[src/rtl/can_rec_rr_arbiter.sv]
// Round-robin receive arbiter: 32 CAN controllers -> uplink encoder, with stall timeout.
// Define CAN_REC_FIXED_PRIO_EN for fixed priority (lowest enabled index wins).
module can_rec_rr_arbiter #(
    parameter int unsigned N_BUS   = 32,
    parameter int unsigned DATA_W  = 76,
    parameter int unsigned TIMEOUT = 4095
) (
    input  logic              clk_40_m,
    input  logic              rst,
    input  logic [4:0]        n_buses,
    input  logic [N_BUS-1:0]  irq_can_rec,
    output logic [N_BUS-1:0]  rec_ack,
    output logic [4:0]        can_rec_select,
    input  logic [DATA_W-1:0] data_rec_in,
    output logic [DATA_W-1:0] data_rec_uplink,
    output logic              uplink_valid,
    input  logic              uplink_ready,
    output logic              busy,
    output logic              timeout_err,
    output logic [15:0]       drop_cnt
);

    localparam int unsigned CNT_W = $clog2(TIMEOUT + 1);

    typedef enum logic [1:0] {IDLE, SELECT, CAPTURE, SEND} state_t;

    state_t              state_q, state_d;
    logic [4:0]          ptr_q, ptr_d;
    logic [4:0]          sel_q, sel_d;
    logic [DATA_W-1:0]   data_q, data_d;
    logic                valid_q, valid_d;
    logic [N_BUS-1:0]    ack_q, ack_d;
    logic                tmo_q, tmo_d;
    logic [15:0]         drop_q, drop_d;
    logic [CNT_W-1:0]    cnt_q, cnt_d;

    logic [N_BUS-1:0]    req;
    logic [4:0]          start, pick, pick_hi, pick_lo, ptr_upd;
    logic                found_hi, found_lo;

    always_comb begin
        for (int unsigned i = 0; i < N_BUS; i++) begin
            req[i] = irq_can_rec[i] && (5'(i) <= n_buses);
        end
    end

    // Two-pass search: first request at/after start, else lowest request (the wrap).
    always_comb begin
        start    = (ptr_q > n_buses) ? '0 : ptr_q;
        found_hi = 1'b0;
        found_lo = 1'b0;
        pick_hi  = '0;
        pick_lo  = '0;
        for (int unsigned i = 0; i < N_BUS; i++) begin
            if (req[i] && !found_lo) begin
                found_lo = 1'b1;
                pick_lo  = 5'(i);
            end
            if (req[i] && (5'(i) >= start) && !found_hi) begin
                found_hi = 1'b1;
                pick_hi  = 5'(i);
            end
        end
        pick = found_hi ? pick_hi : pick_lo;
    end

`ifdef CAN_REC_FIXED_PRIO_EN
    assign ptr_upd = '0;
`else
    assign ptr_upd = (sel_q >= n_buses) ? '0 : sel_q + 5'd1;
`endif

    always_comb begin
        state_d = state_q;
        ptr_d   = ptr_q;
        sel_d   = sel_q;
        data_d  = data_q;
        valid_d = valid_q;
        ack_d   = '0;
        tmo_d   = 1'b0;
        drop_d  = drop_q;
        cnt_d   = cnt_q;
        unique case (state_q)
            IDLE: begin
                if (|req) begin
                    sel_d   = pick;
                    state_d = SELECT;
                end
            end
            SELECT: begin
                state_d = req[sel_q] ? CAPTURE : IDLE;
            end
            CAPTURE: begin
                data_d       = data_rec_in;
                valid_d      = 1'b1;
                ack_d[sel_q] = 1'b1;
                cnt_d        = '0;
                state_d      = SEND;
            end
            SEND: begin
                if (uplink_ready) begin
                    valid_d = 1'b0;
                    ptr_d   = ptr_upd;
                    state_d = IDLE;
                // Counter would reach TIMEOUT on this edge; ready above takes precedence.
                end else if (cnt_q == CNT_W'(TIMEOUT - 1)) begin
                    valid_d = 1'b0;
                    tmo_d   = 1'b1;
                    if (drop_q != '1) drop_d = drop_q + 16'd1;
                    ptr_d   = ptr_upd;
                    state_d = IDLE;
                end else begin
                    cnt_d = cnt_q + CNT_W'(1);
                end
            end
            default: state_d = IDLE;
        endcase
    end

    always_ff @(posedge clk_40_m) begin
        if (!rst) begin
            state_q <= IDLE;
            ptr_q   <= '0;
            sel_q   <= '0;
            data_q  <= '0;
            valid_q <= 1'b0;
            ack_q   <= '0;
            tmo_q   <= 1'b0;
            drop_q  <= '0;
            cnt_q   <= '0;
        end else begin
            state_q <= state_d;
            ptr_q   <= ptr_d;
            sel_q   <= sel_d;
            data_q  <= data_d;
            valid_q <= valid_d;
            ack_q   <= ack_d;
            tmo_q   <= tmo_d;
            drop_q  <= drop_d;
            cnt_q   <= cnt_d;
        end
    end

    assign rec_ack         = ack_q;
    assign can_rec_select  = sel_q;
    assign data_rec_uplink = data_q;
    assign uplink_valid    = valid_q;
    assign busy            = (state_q != IDLE);
    assign timeout_err     = tmo_q;
    assign drop_cnt        = drop_q;

endmodule

[config.mk]
export PLATFORM = sky130hd
export DESIGN_NAME = can_rec_rr_arbiter
export DESIGN_NICKNAME = d
export VERILOG_FILES = /design/src/rtl/can_rec_rr_arbiter.sv
export SDC_FILE = /design/constraint.sdc
export NUM_CORES = 1
export LEC_CHECK = 0
export ABC_AREA = 0
export BUFFER_PORTS_ARGS = -buffer_cell sky130_fd_sc_hd__buf_2
export CORE_MARGIN = 2
export CORE_UTILIZATION = 45
export DETAILED_ROUTE_END_ITERATION = 6
export PLACE_DENSITY = 0.72
export SYNTH_ARGS = -nofsm -noshare
export SYNTH_HDL_FRONTEND = slang
export SYNTH_SLANG_ARGS = --single-unit
[constraint.sdc]
create_clock -name clk_40_m -period 3.36 [get_ports clk_40_m]
set_input_delay 0.168 -clock clk_40_m [delete_from_list [all_inputs] [get_ports clk_40_m]]
set_output_delay 0.168 -clock clk_40_m [all_outputs]
set_load 0.02 [all_outputs]
==> flow_metrics.tcl <==
set metrics [dict create \
    hold_class "primary input to register" \
    layout_commonest_cell "buf_2" \
    vias 8099 \
    track_usage_pct 29.1 \
    endpoint_kind "register" \
    start_util_pct 45.6 \
    mostFrequentLayoutCells "buf_2, dfxtp_1, nor2_1, a22o_1, dlygate4sd3_1" \
    synth-main-ff-cell "dfxtp_1" \
    routed_wl_um 26300 \
    dpl_worst_slack_ps 117 \
    num_rows 47 \
    antenna_found_initial 0 \
    hpwl_um 18400 \
    p_total_mw 4.41 \
    netlist_area_um2 7470 \
    synth_edf_count 0 \
    worst_slew_pin_slew_ps 799 \
    setup_slack_ps 203 \
    die_width_um 133 \
    fin_nets 1293 \
    hold_viol_final 0 \
    max_slew_margin_pct 46.8 \
    fin_crit_ps 3160 \
    grt_pass1_wl_um 40800 \
    worstPathRequired_ps 3700 \
    clock-root-buffer "clkbuf_16" \
    cts_tree "yes" \
    fin_crit_sh_pct 94.0 \
    fmax_mhz 317 \
    post_drt_wl_per_cell_um 18.9 \
    ioPinCount 248 \
    die_h_um 133 \
    drt-vias-per-instance 5.81 \
    grt_max_degree 68 \
    fin_skew_ps 7.18 \
    cp-start-kind "register" \
    diodes 0 \
    path_max_fanout 12 \
    cts_buffer_depth 2 \
    drtIter0Drc 725 \
    p_leak_nw 4.68 \
    hold_ws_ps 137 \
    crit_type "register to register" \
    area_growth_pct 38.3 \
    path_clk_slew_ps 70 \
    io_buffer_count 247 \
    status "complete, no violations" \
    drt_first_pass_iters 5 \
    ir_drop_uv 344 \
    antenna_left 0 \
    power_density_nw_per_um2 426 \
    ctsHtreeMaxLevel 4 \
    synth.avg_cell_area_um2 8.91 \
    synth-seq-area-share_pct 40.2 \
    cts_sinks 150 \
    coreArea_um2 16400 \
    setup-violations-final 0 \
    gr-total-overflow 0 \
    synth_cell_type_count 79 \
    synthCells 839 \
    place_congestion 1.04 \
    synth_fp_nets 972 \
    drc 0 \
    async_flop_share_pct 0 \
    cp_data_arrival_time_ps 3500 \
    synth-seq-cells 150 \
    final-max-slew-violation-count 0 \
    ys_warn_count 0 \
    design.die.area_um2 17700 \
    drive_gt1_share_pct 29.5 \
    grt_pass1_vias 7713 \
    numCtsBuffers 17 \
    cap_viol_max_count 0 \
    worstSkewPairLatency_ps 420 \
]
==> sequential cells by signal, summed over array words and instances, names as in the netlist, named ones only <==
register / cells
can_rec_select: 5
cnt_q: 12
data_rec_uplink: 76
drop_cnt: 16
ptr_q: 5
rec_ack: 32
state_q: 1
timeout_err: 1
uplink_valid: 1
==> report_power, final <==
part	internal (mW)	switching, mW
Clock	0.980	0.835
Combinational	0.309	0.417
Sequential	1.83	0.0378
Total	3.12	1.29
==> synth_stat cells, drive strengths merged (8+ instances only) <==
master    n  area [um^2]
a22o     78          683
a21oi    45          233
inv      18         67.6
nor3      9         56.3
xor2     12          105
ha       17          213
nor2b    11         68.8
and2     14         87.6
nor2     83          312
o311a     8         91.3
or3      15         98.8
o21a     10         75.1
o211a     8         80.1
and3     18          118
nand4    11         68.8
nand2    66          248
buf      17         95.1
clkbuf   33          124
dfxtp   150         3000
o21ai    64          339
nor4      8         86.3
a211oi    9         77.6
nand3    25          125
o211ai   13         97.6
or2       8         50.1
==> layout make-up <==
type / count / area, um^2
Inverter: 18 / 67.6
Timing Repair Buffer: 352 / 2230
Clock inverter: 15 / 140
Fill cell: 1350 / 6070
Tap cell: 220 / 275
Sequential cell: 150 / 3000
Clock buffer: 17 / 425
Multi-Input combinational cell: 621 / 4200
==> stage by stage <==
stage	area [um^2]	instances	setup TNS, ps	utilization (%)
2_1_floorplan	7470	839	0	-
3_3_place_gp	8990	1283	0	54.8
3_5_place_dp	8990	1283	0	54.8
4_1_cts	10300	1392	0	62.9
5_1_grt	10300	1393	-50.1	63.0
6_report	10300	1393	0	63.0
==> timing repair <==
action / CTS / global route
hold endpoints to repair: 77 / 0
buffers inserted: 0 / 1
gates resized for setup: 0 / 1
hold buffers: 77 / 0
endpoints found under the setup margin: 0 / 1
==> final timing paths <==
check / cells after the start / end / slack, ps / startpoint
setup / recovery: 12 / can_rec_select[0] / 200 / ptr_q[4]
hold / removal: 3 / can_rec_select[1] / 140 / rst
setup reg to reg: 12 / can_rec_select[0] / 200 / ptr_q[4]
hold reg to reg: 1 / data_rec_uplink[20] / 480 / data_rec_uplink[20]
==> critical path: stages (launching register included) <==
cell and delay (ps):
dfxtp_1 320, ha_1 330, and2_1 300, nand2_1 150, a21boi_1 150, buf_4 190
o21ai_0 320, nand3_2 190, nor4_4 450, buf_4 190, a32oi_1 70, and4b_1 230
a211oi_2 200
==> per-layer routing <==
metal  track usage (%)  part of all wire (%)
met3              7.16                   8.3
met2              49.5                    48
met5                 0                     0
met1              35.0                    40
met4              12.0                   3.6
==> cells by family after synthesis <==
family / count (synthesis) / synth area share [%]
AO/OA/AOI/OAI: 292 / 29.1
XOR/XNOR: 18 / 2.11
adder cells (fa/ha/maj): 17 / 2.85
buffers and inverters: 68 / 3.83
flip-flops: 150 / 40.2
multiplexers: 8 / 2.29
AND/OR/NAND/NOR: 286 / 19.7
No activity file was read; power rests on OpenSTA's default activity.
